### src/rtl/voice_sequencer_pkg.sv
// ==== synth_pkg: shared types, constants and saturation helper ====
// ==== rev 1.0                                                  ====
`default_nettype none

package synth_pkg;

  localparam int SAMPLE_W = 16;

  localparam logic [1:0] CFG_SEL_STEP = 2'd0;
  localparam logic [1:0] CFG_SEL_PRIM = 2'd1;
  localparam logic [1:0] CFG_SEL_SEC  = 2'd2;
  localparam logic [1:0] CFG_SEL_EN   = 2'd3;

  typedef enum logic [2:0] {
    ST_IDLE  = 3'd0,
    ST_ISSUE = 3'd1,
    ST_WAIT  = 3'd2,
    ST_MIX   = 3'd3,
    ST_OUT   = 3'd4
  } vseq_state_t;

  function automatic logic [SAMPLE_W-1:0] sat16(input logic signed [31:0] v);
    if (v > 32'sd32767) begin
      return 16'h7fff;
    end else if (v < -32'sd32768) begin
      return 16'h8000;
    end else begin
      return v[SAMPLE_W-1:0];
    end
  endfunction

endpackage

`default_nettype wire

### src/rtl/voice_sequencer_if.sv
// ==== voice_sequencer_if: host config, sample request and codec handshake ====
// ==== rev 1.0                                                             ====
`default_nettype none

interface voice_sequencer_if #(
  parameter int NUM_VOICES = 4
);
  localparam int VOICE_W = (NUM_VOICES > 1) ? $clog2(NUM_VOICES) : 1;

  logic               cfg_we;
  logic [VOICE_W-1:0] cfg_voice;
  logic [1:0]         cfg_sel;
  logic [31:0]        cfg_data;
  logic               sample_req;
  logic [15:0]        mix_data;
  logic               mix_valid;
  logic               mix_ready;

  modport master (
    output cfg_we, cfg_voice, cfg_sel, cfg_data, sample_req, mix_ready,
    input  mix_data, mix_valid
  );

  modport slave (
    input  cfg_we, cfg_voice, cfg_sel, cfg_data, sample_req, mix_ready,
    output mix_data, mix_valid
  );
endinterface

`default_nettype wire

### src/rtl/voice_sequencer_cfg_regs.sv
// ==== voice_cfg_regs: per-voice shadow/active parameter banks ====
// ==== rev 1.0                                                 ====
`default_nettype none

module voice_cfg_regs
  import synth_pkg::*;
#(
  parameter int NUM_VOICES = 4,
  parameter int VOICE_W    = 2
) (
  input  wire logic                    clk,
  input  wire logic                    reset,
  input  wire logic                    we_i,
  input  wire logic [VOICE_W-1:0]      voice_i,
  input  wire logic [1:0]              sel_i,
  input  wire logic [31:0]             data_i,
  input  wire logic                    copy_i,
  output logic      [NUM_VOICES*32-1:0] step_o,
  output logic      [NUM_VOICES*32-1:0] prim_o,
  output logic      [NUM_VOICES*32-1:0] sec_o,
  output logic      [NUM_VOICES-1:0]    en_o
);

  for (genvar v = 0; v < NUM_VOICES; v++) begin : g_voice
    logic [31:0] sh_step_q, sh_prim_q, sh_sec_q;
    logic [31:0] act_step_q, act_prim_q, act_sec_q;
    logic        sh_en_q, act_en_q;

    // A write coinciding with the copy lands in shadow only; active takes the old shadow.
    always_ff @(posedge clk or negedge reset) begin
      if (!reset) begin
        sh_step_q  <= '0;
        sh_prim_q  <= '0;
        sh_sec_q   <= '0;
        sh_en_q    <= 1'b0;
        act_step_q <= '0;
        act_prim_q <= '0;
        act_sec_q  <= '0;
        act_en_q   <= 1'b0;
      end else begin
        if (we_i && (voice_i == VOICE_W'(v))) begin
          case (sel_i)
            CFG_SEL_STEP: sh_step_q <= data_i;
            CFG_SEL_PRIM: sh_prim_q <= data_i;
            CFG_SEL_SEC:  sh_sec_q  <= data_i;
            default:      sh_en_q   <= data_i[0];
          endcase
        end
        if (copy_i) begin
          act_step_q <= sh_step_q;
          act_prim_q <= sh_prim_q;
          act_sec_q  <= sh_sec_q;
          act_en_q   <= sh_en_q;
        end
      end
    end

    assign step_o[v*32 +: 32] = act_step_q;
    assign prim_o[v*32 +: 32] = act_prim_q;
    assign sec_o[v*32 +: 32]  = act_sec_q;
    assign en_o[v]            = act_en_q;
  end

endmodule

`default_nettype wire

### src/rtl/voice_sequencer.sv
// ==== voice_sequencer: issues per-sample voice requests and mixes the results ====
// ==== rev 1.0                                                                 ====
`default_nettype none

module voice_sequencer
  import synth_pkg::*;
#(
  parameter int NUM_VOICES  = 4,
  parameter int MIX_SHIFT   = 2,
  parameter int TIMEOUT_CYC = 2048
) (
  input  wire logic                            clk,
  input  wire logic                            reset,
  voice_sequencer_if.slave                     bus,
  output logic      [NUM_VOICES-1:0]           gen_req,
  output logic      [NUM_VOICES*32-1:0]        gen_step,
  output logic      [NUM_VOICES*32-1:0]        gen_primscale,
  output logic      [NUM_VOICES*32-1:0]        gen_secscale,
  input  wire logic [NUM_VOICES*SAMPLE_W-1:0]  gen_data,
  input  wire logic [NUM_VOICES-1:0]           gen_done,
  output logic                                 busy,
  output logic                                 timeout_err,
  output logic                                 overrun_err
);

  localparam int VOICE_W = (NUM_VOICES > 1) ? $clog2(NUM_VOICES) : 1;
  localparam int SUM_W   = SAMPLE_W + ((NUM_VOICES > 1) ? $clog2(NUM_VOICES) : 0);
  localparam int CNT_W   = $clog2(TIMEOUT_CYC + 1);

  vseq_state_t             state_q, state_d;
  logic [NUM_VOICES-1:0]   en_mask_q, en_mask_d;
  logic [NUM_VOICES-1:0]   done_seen_q, done_seen_d;
  logic [CNT_W-1:0]        cnt_q, cnt_d;
  logic [SAMPLE_W-1:0]     mix_q, mix_d;
  logic                    timeout_q, timeout_d;
  logic                    overrun_q, overrun_d;
  logic [NUM_VOICES-1:0]   active_en;
  logic                    copy;
  logic                    mix_valid;
  logic signed [SUM_W-1:0] sum, shifted;
  logic signed [31:0]      wide;

  assign copy = (state_q == ST_IDLE) && bus.sample_req;

  voice_cfg_regs #(
    .NUM_VOICES (NUM_VOICES),
    .VOICE_W    (VOICE_W)
  ) u_cfg (
    .clk     (clk),
    .reset   (reset),
    .we_i    (bus.cfg_we),
    .voice_i (bus.cfg_voice),
    .sel_i   (bus.cfg_sel),
    .data_i  (bus.cfg_data),
    .copy_i  (copy),
    .step_o  (gen_step),
    .prim_o  (gen_primscale),
    .sec_o   (gen_secscale),
    .en_o    (active_en)
  );

  always_ff @(posedge clk or negedge reset) begin
    if (!reset) begin
      state_q     <= ST_IDLE;
      en_mask_q   <= '0;
      done_seen_q <= '0;
      cnt_q       <= '0;
      mix_q       <= '0;
      timeout_q   <= 1'b0;
      overrun_q   <= 1'b0;
    end else begin
      state_q     <= state_d;
      en_mask_q   <= en_mask_d;
      done_seen_q <= done_seen_d;
      cnt_q       <= cnt_d;
      mix_q       <= mix_d;
      timeout_q   <= timeout_d;
      overrun_q   <= overrun_d;
    end
  end

  // cnt_q == 0 marks the blanking cycle, when voices may still show last sample's done.
  always_comb begin
    state_d     = state_q;
    en_mask_d   = en_mask_q;
    done_seen_d = done_seen_q;
    cnt_d       = cnt_q;
    timeout_d   = timeout_q;
    overrun_d   = overrun_q | (bus.sample_req && (state_q != ST_IDLE));
    case (state_q)
      ST_IDLE: begin
        if (bus.sample_req) state_d = ST_ISSUE;
      end
      ST_ISSUE: begin
        en_mask_d   = active_en;
        done_seen_d = '0;
        cnt_d       = '0;
        state_d     = ST_WAIT;
      end
      ST_WAIT: begin
        cnt_d = cnt_q + CNT_W'(1);
        if (cnt_q != '0) begin
          done_seen_d = done_seen_q | (gen_done & en_mask_q);
          if (&(done_seen_d | ~en_mask_q)) begin
            state_d = ST_MIX;
          end else if (cnt_q == CNT_W'(TIMEOUT_CYC)) begin
            timeout_d = 1'b1;
            state_d   = ST_MIX;
          end
        end
      end
      ST_MIX: begin
        state_d = ST_OUT;
      end
      ST_OUT: begin
        if (bus.mix_ready) state_d = ST_IDLE;
      end
      default: begin
        state_d = ST_IDLE;
      end
    endcase
  end

  always_comb begin
    sum = '0;
    for (int i = 0; i < NUM_VOICES; i++) begin
      if (done_seen_q[i]) begin
        sum = sum + SUM_W'($signed(gen_data[i*SAMPLE_W +: SAMPLE_W]));
      end
    end
    shifted = sum >>> MIX_SHIFT;
    wide    = 32'(shifted);
    mix_d   = (state_q == ST_MIX) ? sat16(wide) : mix_q;
  end

  always_comb begin
    gen_req   = '0;
    mix_valid = 1'b0;
    busy      = 1'b1;
    case (state_q)
      ST_IDLE:  busy      = 1'b0;
      ST_ISSUE: gen_req   = active_en;
      ST_OUT:   mix_valid = 1'b1;
      default:  busy      = 1'b1;
    endcase
  end

  assign bus.mix_valid = mix_valid;
  assign bus.mix_data  = mix_q;
  assign timeout_err   = timeout_q;
  assign overrun_err   = overrun_q;

endmodule

`default_nettype wire

### src/flat_wrapper.sv
// flat-port wrapper written by rule: the top's interface ports become plain ports
module voice_sequencer_flat import synth_pkg::*;
#(
  parameter int NUM_VOICES  = 4,
  parameter int MIX_SHIFT   = 2,
  parameter int TIMEOUT_CYC = 2048
)
  (clk, reset, gen_req, gen_step, gen_primscale, gen_secscale, gen_data, gen_done, busy, timeout_err, overrun_err, bus_cfg_we, bus_cfg_voice, bus_cfg_sel, bus_cfg_data, bus_sample_req, bus_mix_ready, bus_mix_data, bus_mix_valid);
  voice_sequencer_if #(.NUM_VOICES(NUM_VOICES)) bus_i ();
  input  wire logic clk;
  input  wire logic reset;
  output logic      [NUM_VOICES-1:0] gen_req;
  output logic      [NUM_VOICES*32-1:0] gen_step;
  output logic      [NUM_VOICES*32-1:0] gen_primscale;
  output logic      [NUM_VOICES*32-1:0] gen_secscale;
  input  wire logic [NUM_VOICES*SAMPLE_W-1:0] gen_data;
  input  wire logic [NUM_VOICES-1:0] gen_done;
  output logic busy;
  output logic timeout_err;
  output logic overrun_err;
  input wire logic [$bits(bus_i.cfg_we)-1:0] bus_cfg_we;
  input wire logic [$bits(bus_i.cfg_voice)-1:0] bus_cfg_voice;
  input wire logic [$bits(bus_i.cfg_sel)-1:0] bus_cfg_sel;
  input wire logic [$bits(bus_i.cfg_data)-1:0] bus_cfg_data;
  input wire logic [$bits(bus_i.sample_req)-1:0] bus_sample_req;
  input wire logic [$bits(bus_i.mix_ready)-1:0] bus_mix_ready;
  output wire logic [$bits(bus_i.mix_data)-1:0] bus_mix_data;
  output wire logic [$bits(bus_i.mix_valid)-1:0] bus_mix_valid;
  assign bus_i.cfg_we = bus_cfg_we;
  assign bus_i.cfg_voice = bus_cfg_voice;
  assign bus_i.cfg_sel = bus_cfg_sel;
  assign bus_i.cfg_data = bus_cfg_data;
  assign bus_i.sample_req = bus_sample_req;
  assign bus_i.mix_ready = bus_mix_ready;
  assign bus_mix_data = bus_i.mix_data;
  assign bus_mix_valid = bus_i.mix_valid;
  voice_sequencer #(.NUM_VOICES(NUM_VOICES), .MIX_SHIFT(MIX_SHIFT), .TIMEOUT_CYC(TIMEOUT_CYC)) u_core (.clk(clk), .reset(reset), .bus(bus_i), .gen_req(gen_req), .gen_step(gen_step), .gen_primscale(gen_primscale), .gen_secscale(gen_secscale), .gen_data(gen_data), .gen_done(gen_done), .busy(busy), .timeout_err(timeout_err), .overrun_err(overrun_err));
endmodule
### config.mk
export PLATFORM = sky130hd
export DESIGN_NAME = voice_sequencer_flat
export DESIGN_NICKNAME = d
export VERILOG_FILES = /design/src/rtl/voice_sequencer_pkg.sv /design/src/rtl/voice_sequencer_if.sv /design/src/rtl/voice_sequencer_cfg_regs.sv /design/src/rtl/voice_sequencer.sv /design/src/flat_wrapper.sv
export SDC_FILE = /design/constraint.sdc
export NUM_CORES = 1
export LEC_CHECK = 0
export ABC_AREA = 0
export BUFFER_PORTS_ARGS = -buffer_cell sky130_fd_sc_hd__buf_2
export CAP_MARGIN = 10
export CORE_MARGIN = 2
export CORE_UTILIZATION = 40
export CTS_CLUSTER_DIAMETER = 60
export CTS_CLUSTER_SIZE = 30
export DETAILED_ROUTE_END_ITERATION = 16
export PLACE_DENSITY = 0.65
export SKIP_LAST_GASP = 1
export SYNTH_ARGS = -nofsm -noshare
export SYNTH_HDL_FRONTEND = slang
export SYNTH_HIERARCHICAL = 1
export SYNTH_SLANG_ARGS = --single-unit
### constraint.sdc
create_clock -name clk -period 12 [get_ports clk]
set_input_delay 0.6 -clock clk [delete_from_list [all_inputs] [get_ports clk]]
set_output_delay 0.6 -clock clk [all_outputs]
set_load 0.02 [all_outputs]
==> impl_metrics.toml, run 1 <==
[outcome]
status = "finished, final reports clean"

[worst_hold_path]
hold_start = "gen_done[2]"
hold_class = "input port to register"

[job]
drv_cap = 0

[cts]
clockBufferDepth = 3
cts_setup_buffers = 0
cts-root-buf = "clkbuf_16"
cts_sinks = 817
cts_tree = "done"
cts-buffers-inserted = 55
clk_pin_slew_ns = 0.08
htree_levels = 2
ctsHoldBuffers = 1
cts.repair.resized = 0
clock_latency_ns = 0.67

[sta]
tightest_slew_ns = 1.16
finalCritPeriodShare = 0.599
timing.setup.tns_ns = 0
max_freq_ghz = 0.139
min_period_ns = 7.19
skew_ns = 0.0480
slew_viol_final = 0
slew_headroom = 0.228
setup_viol = 0
hold_violations = 0
rsz0062_at_grt = "no"

[synth]
ys_ff_latch = 817
synth_edf_count = 0
synth_commonest_cells = "dfrtp_1 (817), mux2_2 (712), nand2_1 (76)"
synth_top_family_by_area = "multiplexers"
yosys_warnings = 6
synth_cell_types = 75
syn_area_um2 = 33600
synth_nets = 2457
yosysTopAreaCellShare = 0.608
synth_cells = 2295
synth_compound_area_frac = 0.0385
ys_seq_area_frac = 0.608
synthFlopType = "dfrtp_1"
synth_top_area_cell = "dfrtp_1"
synth_adder_area_share = 0.0214
synth-xor-area-share = 0.0109
synth_most_common_cell = "dfrtp_1"
synth_area_leaders = "dfrtp_1 (61%), mux2_2 (24%), mux2_1 (2.3%), ha_1 (1.9%), buf_2 (1.0%)"
synthMuxAreaShare = 0.265
synthSimpleGateAreaFrac = 0.0330
synth.avg_cell_area_um2 = 14.7
async_flop_share = 1.00

[floorplanning]
initial_core_util = 0.403
die_h_um = 294
io_pins = 517
core_um2 = 83400
dieArea_um2 = 86400
dieWidth_um = 294
rows = 106

[place]
io_buffer_count = 516
placed_area_um2 = 37200
place.gp.congestion = 0.844
dp_hpwl_um = 63400

[critical_path]
path_class = "register to register"
crit_path_top_delay_cell = "dfrtp_1"
cp.required_ns = 12.47
crit_buf_inv = 1
cp_max_fo = 26
timing.critical_path.to_type = "register"
reg2reg_from = "u_core/done_seen_q[0]$_DFFE_PN0P_"
start_kind = "register"
cp.arrival_ns = 7.66
crit_start = "u_core/done_seen_q[0]$_DFFE_PN0P_"
crit_family = "compound AO/OA/AOI/OAI gates"
slowest_delay_ns = 0.68

[route]
routed_wl_um = 90400
firstDrtPassIters = 5
drt_iter0_drc = 1193
route.detailed.drc = 0
num_vias = 20300
vias_per_cell = 5.21
wl_per_cell_um = 23.3
antenna_left = 0

[power]
p_leak_nw = 18.5
power.density_nw_per_um2 = 263
peakVddDrop_mv = 0.185

[global_route]
grt_usage = 0.207
grt_overflow = 0
grt_pass1_wl_um = 135000
grt_pass1_vias = 21500
grt_antenna_before_repair = 11
grt_start_max_net_pins = 195

[layout]
layout.nets = 2917
drive_gt1_frac = 0.495
syn2layout_area_growth_pct = 16.8
fin_area_um2 = 39300
## state kept, by name, summed over array words and instances, names as in the netlist
register                         flops
u_core/done_seen_q                   4
u_core/bus.mix_data                 16
u_core/state_q                       3
u_core/u_cfg/g_voice.sh_sec_q      128
u_core/en_mask_q                     4
u_core/u_cfg/g_voice.sh_en_q         4
u_core/overrun_err                   1
u_core/cnt_q                        12
u_core/u_cfg/g_voice.sh_prim_q     128
u_core/u_cfg/g_voice.sh_step_q     128
u_core/u_cfg/g_voice.act_en_q        4
u_core/timeout_err                   1
u_core/u_cfg/g_voice.act_step_q    128
u_core/u_cfg/g_voice.act_sec_q     128
u_core/u_cfg/g_voice.act_prim_q    128
## worst min-delay path, stage by stage
cell and delay, ns:
buf_2 0.09, nand3_1 0.05, o21ai_0 0.07
## routing by layer
metal | GRT usage | vias to the layer above | wire (µm)
met5 | 0 | - | 37
met4 | 0.0655 | 6 | 2890
met3 | 0.0603 | 132 | 6570
met2 | 0.348 | 478 | 44000
met1 | 0.256 | 10600 | 36900
li1 | - | 9070 | -
## path summary, 6_finish.rpt
kind | slack [ns] | endpoint | depth (start not counted)
max | 4.81 | u_core/bus.mix_data[15]$_DFFE_PN0P_ | 26
min | 0.23 | u_core/done_seen_q[2]$_DFFE_PN0P_ | 3
max reg2reg | 4.81 | u_core/bus.mix_data[15]$_DFFE_PN0P_ | 26
min reg2reg | 0.47 | u_core/timeout_err$_DFFE_PN0P_ | 1
max in group asynchronous | 8.42 | u_core/u_cfg/g_voice[2].sh_prim_q[22]$_DFFE_PN0P_ | 5
min in group asynchronous | 0.55 | u_core/u_cfg/g_voice[0].act_prim_q[6]$_DFFE_PN0P_ | 2
## final cells by class
| type | count | area [µm²] |
|---|---|---|
| fillers | 7326 | 44200 |
| flip-flops and latches | 817 | 20400 |
| multi-input cells | 1311 | 12500 |
| repair buffers | 542 | 2830 |
| clock buffers | 57 | 1390 |
| well taps | 1080 | 1350 |
| clock inverters | 47 | 676 |
| inverters | 28 | 105 |
| diodes | 4 | 10.0 |
## metrics by stage
stage	power [W]	std cells	util	hold slack [ns]	setup WS, ns
2_1_floorplan	0.00679	2295	-	0.304	5.84
3_3_place_gp	0.00815	3777	0.446	0.439	5.02
3_5_place_dp	0.00827	3777	0.446	0.457	4.94
4_1_cts	0.0104	3882	0.471	0.186	4.89
5_1_grt	0.0109	3882	0.471	0.211	4.15
6_report	0.0103	3886	0.471	0.226	4.81
## cells in the final DEF, fill, tap and decap left out, types with 10 or more instances in the layout
cell and n:
clkbuf_16 55, nand3_1 15, xnor2_1 26, o21ai_0 50
mux2_2 712, buf_2 515, buf_4 22, xor2_1 16
dfrtp_1 817, mux2i_1 10, o31ai_1 12, a21o_1 22
and2_1 16, mux2_1 70, inv_8 10, nand2_1 75
nor2_1 43, ha_1 51, inv_1 28, a21oi_1 39
## report_power, final
| part | internal [W] | switching (W) | leakage (nW) |
|---|---|---|---|
| registers | 0.00373 | 0.000523 | 10.1 |
| clock network | 0.00103 | 0.00110 | 0.998 |
| logic | 0.00166 | 0.00228 | 7.45 |
## cell families (layout without fill, tap and decap cells)
logic type	count (synthesis)	in the layout
other	0	4
and+or+nand+nor	224	224
muxes	792	792
adders and majority gates	57	57
xor gates and xnor gates	42	42
AOI/OAI and AO/OA	196	196
buffers and inverters	167	674
DFF	817	817
Power figures use the tool's default switching activity.
==> inputs of run 2 (changes only) <==
Settings changed: ABC_AREA 0 to 1, PLACE_DENSITY 0.65 to 0.67.
Clock period 12 ns to 6.45 ns, I/O delays scaled along.
==> run 2 against run 1 <==
  * Synthesized cell count is 55% higher
  * Utilization is 0.65 points higher
  * Routed wire length is 21% higher
  * Combinational power is 55% higher
  * Maximum frequency is 32% higher
  * Sequential share of layout area is 2.8 points lower
  * Sequential power is 78% higher
  * Die area is 4.3% higher
  * Critical path depth is 3 higher
  * Flip-flop and latch count stayed put
  * Critical path type unchanged
  * Critical endpoint unchanged
==> impl_metrics.toml, run 2 <==
[critical_path]
start_kind = "register"
cp.required_ns = 7.04
cp.depth = 29
ff2ff_path_depth = 29
crit_path_top_delay_cell = "dfrtp_1"
crit_buf_inv = 3
cp_max_fo = 21
path_class = "register to register"
slowest_delay_ns = 0.83
crit_family = "simple AND/OR/NAND/NOR gates"
rrSetupSlack_ns = 1.01
cp.arrival_ns = 6.03
r2r_end = "u_core/bus.mix_data[15]$_DFFE_PN0P_"
timing.critical_path.to_type = "register"
cpMostUsedCell = "nand2_1"
reg2reg_from = "u_core/done_seen_q[0]$_DFFE_PN0P_"

[sta]
slew_viol_final = 0
slew_headroom = 0.214
finalCritPeriodShare = 0.843
setup_viol = 0
hold_violations = 0
timing.setup.tns_ns = 0
skew_ns = 0.0524
max_freq_ghz = 0.184
min_period_ns = 5.44
rsz0062_at_grt = "no"
hold-worst-slack_ns = 0.0574
tightest_slew_ns = 1.18

[global_route]
grt_overflow = 0
grt_pass1_wl_um = 164000
grt_start_max_net_pins = 188
grt_usage = 0.240
grt_antenna_before_repair = 5
grt_pass1_vias = 26100

[cts]
cts.repair.resized = 0
cts_sinks = 817
clockBufferDepth = 3
cts-root-buf = "clkbuf_16"
clock_latency_ns = 0.65
htree_levels = 3
clk_pin_slew_ns = 0.08
cts-buffers-inserted = 72
cts_tree = "done"

[layout]
drive_gt1_frac = 0.265
seq_area_um2 = 20400
syn2layout_area_growth_pct = 18.1
fin_area_um2 = 41500
layout.nets = 4136
layout_commonest_cell = "nand2_1"
final_cells = 5192
layout_common_cells = "nand2_1 (1,250), dfrtp_1 (817), buf_2 (514), mux2_2 (324), inv_1 (178)"
n_fill_cell = 8175
multi_input_area_um2 = 13200

[route]
routed_wl_um = 109000
drt_iter0_drc = 1970
top_layer = "met4"
met2_length_um = 50200
wl_per_cell_um = 21.0
num_vias = 26400
vias_per_cell = 5.09
wl_met3_um = 9310
route.detailed.drc = 0
m1WireLength_um = 46300
antenna_left = 0
firstDrtPassIters = 8

[outcome]
status = "finished, final reports clean"

[floorplanning]
die_h_um = 300
core_um2 = 86900
initial_core_util = 0.404
rows = 108
io_pins = 517
dieWidth_um = 300
dieArea_um2 = 90200

[power]
totalPowerFinal_w = 0.0185
switching_power_w = 0.00715
netSwitchingFraction = 0.386
seqPwrFrac = 0.409
p_leak_nw = 21.6
p_comb_frac = 0.328
internal_power_w = 0.0114
peakVddDrop_mv = 0.314
power_frac_clock = 0.263
power.density_nw_per_um2 = 447

[synth]
async_flop_share = 1.00
synth_commonest_cells = "nand2_1 (1,253), dfrtp_1 (817), mux2_2 (324)"
synthFlopType = "dfrtp_1"
synth_area_leaders = "dfrtp_1 (58%), nand2_1 (13%), mux2_2 (10%), nand4_1 (1.9%), a21oi_1 (1.9%)"
synth.avg_cell_area_um2 = 9.88
ys_ff_latch = 817
synth_top_area_cell = "dfrtp_1"
yosys_warnings = 6
ys_seq_area_frac = 0.582
syn_area_um2 = 35100
synth_edf_count = 0
synth_cells = 3555
yosysTopAreaCellShare = 0.582
synth_cell_types = 50
synth_nets = 3717
synth_most_common_cell = "nand2_1"

[worst_hold_path]
hold_depth = 5
whs_endpoint = "u_core/done_seen_q[3]$_DFFE_PN0P_"
hold_class = "input port to register"
hold_start = "gen_done[3]"

[place]
place_inst = 5051
dp_hpwl_um = 73200
placed_area_um2 = 38700
io_buffer_count = 516
place.gp.congestion = 0.859

[job]
drv_cap = 0
-- run 2: cell count changes in the layout (fill, tap and decap cells not counted), sizes merged, moves of 71 or more --
cell and change:
nor2 +108, nand3 +71, inv +159, nand2 +1193, nand4 +105, mux2 -458
a21oi +94
-- run 2: what timing repair did --
item | CTS | global route
hold buffers | 4 | 0
hold endpoints to repair | 88 | 0
buffers inserted | 0 | 0
-- run 2: worst reg2reg max path: cells and delay by family (launching register included) --
kind / cells / cell delay, ns
xor gates and xnor gates: 1 / 0.17
AOI/OAI and AO/OA: 4 / 1.04
adders and majority gates: 3 / 0.98
buffers and inverters: 3 / 0.39
DFF: 1 / 0.83
and+or+nand+nor: 18 / 1.99
-- run 2: worst max-delay path by stage --
stage                                           start                                   to  slack [ns]
global route        u_core/done_seen_q[0]$_DFFE_PN0P_  u_core/bus.mix_data[15]$_DFFE_PN0P_        0.51
global placement    u_core/done_seen_q[0]$_DFFE_PN0P_  u_core/bus.mix_data[15]$_DFFE_PN0P_        1.13
floorplan           u_core/done_seen_q[0]$_DFFE_PN0P_  u_core/bus.mix_data[15]$_DFFE_PN0P_        1.62
detailed placement  u_core/done_seen_q[0]$_DFFE_PN0P_  u_core/bus.mix_data[15]$_DFFE_PN0P_        1.04
CTS                 u_core/done_seen_q[0]$_DFFE_PN0P_  u_core/bus.mix_data[15]$_DFFE_PN0P_        1.07
finish              u_core/done_seen_q[0]$_DFFE_PN0P_  u_core/bus.mix_data[15]$_DFFE_PN0P_        1.01
-- run 2: layout make-up --
class / count / area share
Antenna cell: 4 / 0.000241
Multi-Input combinational cell: 2348 / 0.318
Clock buffer: 74 / 0.0439
Timing Repair Buffer: 552 / 0.0709
Sequential cell: 817 / 0.493
Inverter: 183 / 0.0166
Clock inverter: 59 / 0.0225
Tap cell: 1155 / 0.0349
-- run 2: power groups by stage --
stage / combinational, W / sequential, W / clock, W
2_1_floorplan: 0.00270 / 0.00878 / 0
3_3_place_gp: 0.00604 / 0.00763 / 0
3_5_place_dp: 0.00612 / 0.00767 / 0
4_1_cts: 0.00614 / 0.00759 / 0.00498
5_1_grt: 0.00659 / 0.00778 / 0.00517
6_report: 0.00608 / 0.00758 / 0.00487
-- run 2: cells by family (layout without fill, tap and decap cells) --
logic type	after synthesis	after routing	synth area share
and+or+nand+nor	1645	1645	0.191
muxes	324	324	0.104
DFF	817	817	0.582
AOI/OAI and AO/OA	302	302	0.0511
buffers and inverters	390	868	0.0459
xor gates and xnor gates	24	24	0.00620
adders and majority gates	53	53	0.0193
other	0	4	0
-- run 2: per-layer routing --
metal  global-route usage  vias up
li1                     -    12400
met1                0.318    13000
met4               0.0769        0
met5                    0        -
met2                0.380      861
met3               0.0715      174
-- run 2: stage by stage --
stage | setup WS (ns) | util
CTS | 1.07 | 0.477
detailed placement | 1.04 | 0.445
finish | 1.01 | 0.477
global route | 0.507 | 0.477
global placement | 1.13 | 0.445
floorplan | 1.62 | -
==> inputs of run 3 (changes only) <==
Settings changed: PLACE_DENSITY 0.67 to 0.64.
Clock period 6.45 ns to 5.6 ns, I/O delays scaled along.
==> run 3 against run 2 <==
  * Clock power up 14%
  * Sequential power grew 16%
  * First-iteration DRC count up 8.1%
  * Clock-buffer cell count up 2
  * Setup slack worse by 0.44 ns
  * Via count down 0.28%
  * Critical path depth grew 3
  * Clock skew decreased by 0.0047 ns
  * Global-route usage grew 0.35 points
  * Critical endpoint unchanged
==> impl_metrics.toml, run 3 (same netlist as run 2, synthesis figures left out) <==
[job]
drv_cap = 0

[sta]
hold-worst-slack_ns = 0.0397
rsz0062_at_grt = "no"
tightest_slew_ns = 1.13
slew_viol_final = 0
min_period_ns = 5.03
skew_ns = 0.0477
timing.setup.tns_ns = 0
hold_violations = 0
setup_viol = 0
finalCritPeriodShare = 0.897
finalWorstSetupSlack_ns = 0.574
max_freq_ghz = 0.199
slew_headroom = 0.246

[floorplanning]
core_um2 = 86900
die_h_um = 300
dieArea_um2 = 90200
initial_core_util = 0.404
io_pins = 517
rows = 108
dieWidth_um = 300

[critical_path]
cpMostUsedCell = "nand2_1"
timing.critical_path.to_type = "register"
crit_family = "simple AND/OR/NAND/NOR gates"
crit_path_top_delay_cell = "dfrtp_2"
crit_buf_inv = 3
r2r_end = "u_core/bus.mix_data[15]$_DFFE_PN0P_"
rrSetupSlack_ns = 0.57
cp.arrival_ns = 5.55
reg2reg_from = "u_core/done_seen_q[0]$_DFFE_PN0P_"
ff2ff_path_depth = 32
start_kind = "register"
cp_max_fo = 12
path_class = "register to register"
slowest_delay_ns = 0.50
cp.required_ns = 6.12

[worst_hold_path]
hold_class = "input port to register"
hold_start = "gen_done[1]"
hold_depth = 3
whs_endpoint = "u_core/done_seen_q[1]$_DFFE_PN0P_"

[route]
wl_per_cell_um = 21.3
antenna_left = 0
firstDrtPassIters = 5
routed_wl_um = 111000
num_vias = 26400
drt_iter0_drc = 2129
vias_per_cell = 5.08
route.detailed.drc = 0

[global_route]
grt_antenna_before_repair = 6
grt_overflow = 0
grt_usage = 0.244
grt_pass1_vias = 26200
grt_pass1_wl_um = 166000
grt_start_max_net_pins = 159

[power]
peakVddDrop_mv = 0.339
totalPowerFinal_w = 0.0213
power.density_nw_per_um2 = 514
p_leak_nw = 21.7

[cts]
cts-buffers-inserted = 70
cts-root-buf = "clkbuf_16"
cts_tree = "done"
clk_pin_slew_ns = 0.07
clockBufferDepth = 3
cts_sinks = 817
htree_levels = 3
clock_latency_ns = 0.64
cts_setup_buffers = 0

[layout]
drive_gt1_frac = 0.265
n_fill_cell = 8169
syn2layout_area_growth_pct = 18.2
layout_common_cells = "nand2_1 (1,251), dfrtp_1 (816), buf_2 (514), mux2_2 (324), inv_1 (178)"
layout.nets = 4143
multi_input_area_um2 = 13200
seq_area_um2 = 20400
layout_commonest_cell = "nand2_1"

[place]
dp_hpwl_um = 73700
place.gp.congestion = 0.907
place_ws_ns = 0.490
io_buffer_count = 516

[outcome]
status = "finished, final reports clean"
## run 3: cell types whose count changed in the layout (fill, tap and decap cells not counted), moves of 2 or more
cell	delta
buf_4	+5
inv_8	-4
inv_12	+3
buf_12	+2
clkbuf_8	+2
diode_2	-2
dlygate4sd3_1	+2
inv_6	-2
nor2_2	+2
nor2_4	-2
## run 3: through the flow
step	instance area (µm²)	utilization	instances
3_5_place_dp	38700	0.446	5058
6_report	41500	0.478	5194
4_1_cts	41500	0.477	5192
2_1_floorplan	35100	-	3555
3_3_place_gp	38700	0.446	5058
5_1_grt	41500	0.478	5194
## run 3: worst reg2reg max path: cells and delay by family, from the launching register on
| kind | cells | cell delay [ns] |
|---|---|---|
| buffers and inverters | 3 | 0.17 |
| AND/OR/NAND/NOR | 19 | 2.15 |
| AO/OA/AOI/OAI | 6 | 0.89 |
| flip-flops | 1 | 0.50 |
| adder cells (fa/ha/maj) | 4 | 1.26 |
## run 3: repair_timing
item / 4_1_cts / 5_1_grt
hold buffers: 6 / 0
endpoints found under the setup margin: 0 / 3
endpoints found under the hold margin: 84 / 0
resized for setup: 0 / 3
## run 3: layer usage
layer,wire (µm),GRT usage,vias up
met4,3690,0.0843,0
met3,8980,0.0666,170
met2,50800,0.382,854
met1,47100,0.327,13000
li1,-,-,12400
met5,0,0,-
## run 3: cell type report
cell class                      instances  share of cell area
Sequential cell                       817               0.493
Clock buffer                           76              0.0440
Timing Repair Buffer                  561              0.0732
Inverter                              183              0.0166
Clock inverter                         52              0.0210
Antenna cell                            2            0.000121
Multi-Input combinational cell       2348               0.318
Tap cell                             1155              0.0348
## run 3: worst max path at each step
stage | startpoint | to | slack [ns] | cells after the start
2_1_floorplan | u_core/done_seen_q[0]$_DFFE_PN0P_ | u_core/bus.mix_data[15]$_DFFE_PN0P_ | 0.77 | 34
3_3_place_gp | u_core/done_seen_q[0]$_DFFE_PN0P_ | u_core/bus.mix_data[15]$_DFFE_PN0P_ | 0.55 | 33
3_5_place_dp | u_core/done_seen_q[0]$_DFFE_PN0P_ | u_core/bus.mix_data[15]$_DFFE_PN0P_ | 0.49 | 32
4_1_cts | u_core/done_seen_q[0]$_DFFE_PN0P_ | u_core/bus.mix_data[15]$_DFFE_PN0P_ | 0.49 | 32
5_1_grt | u_core/done_seen_q[0]$_DFFE_PN0P_ | u_core/bus.mix_data[15]$_DFFE_PN0P_ | 0.05 | 32
6_report | u_core/done_seen_q[0]$_DFFE_PN0P_ | u_core/bus.mix_data[15]$_DFFE_PN0P_ | 0.57 | 32
## run 3: report_power, final
part	total (W)	internal (W)	switching [W]	leakage (nW)
clock network	0.00554	0.00274	0.00280	1.28
registers	0.00877	0.00774	0.00102	10.3
logic	0.00702	0.00266	0.00436	10.1
total	0.0213	0.0131	0.00818	21.7
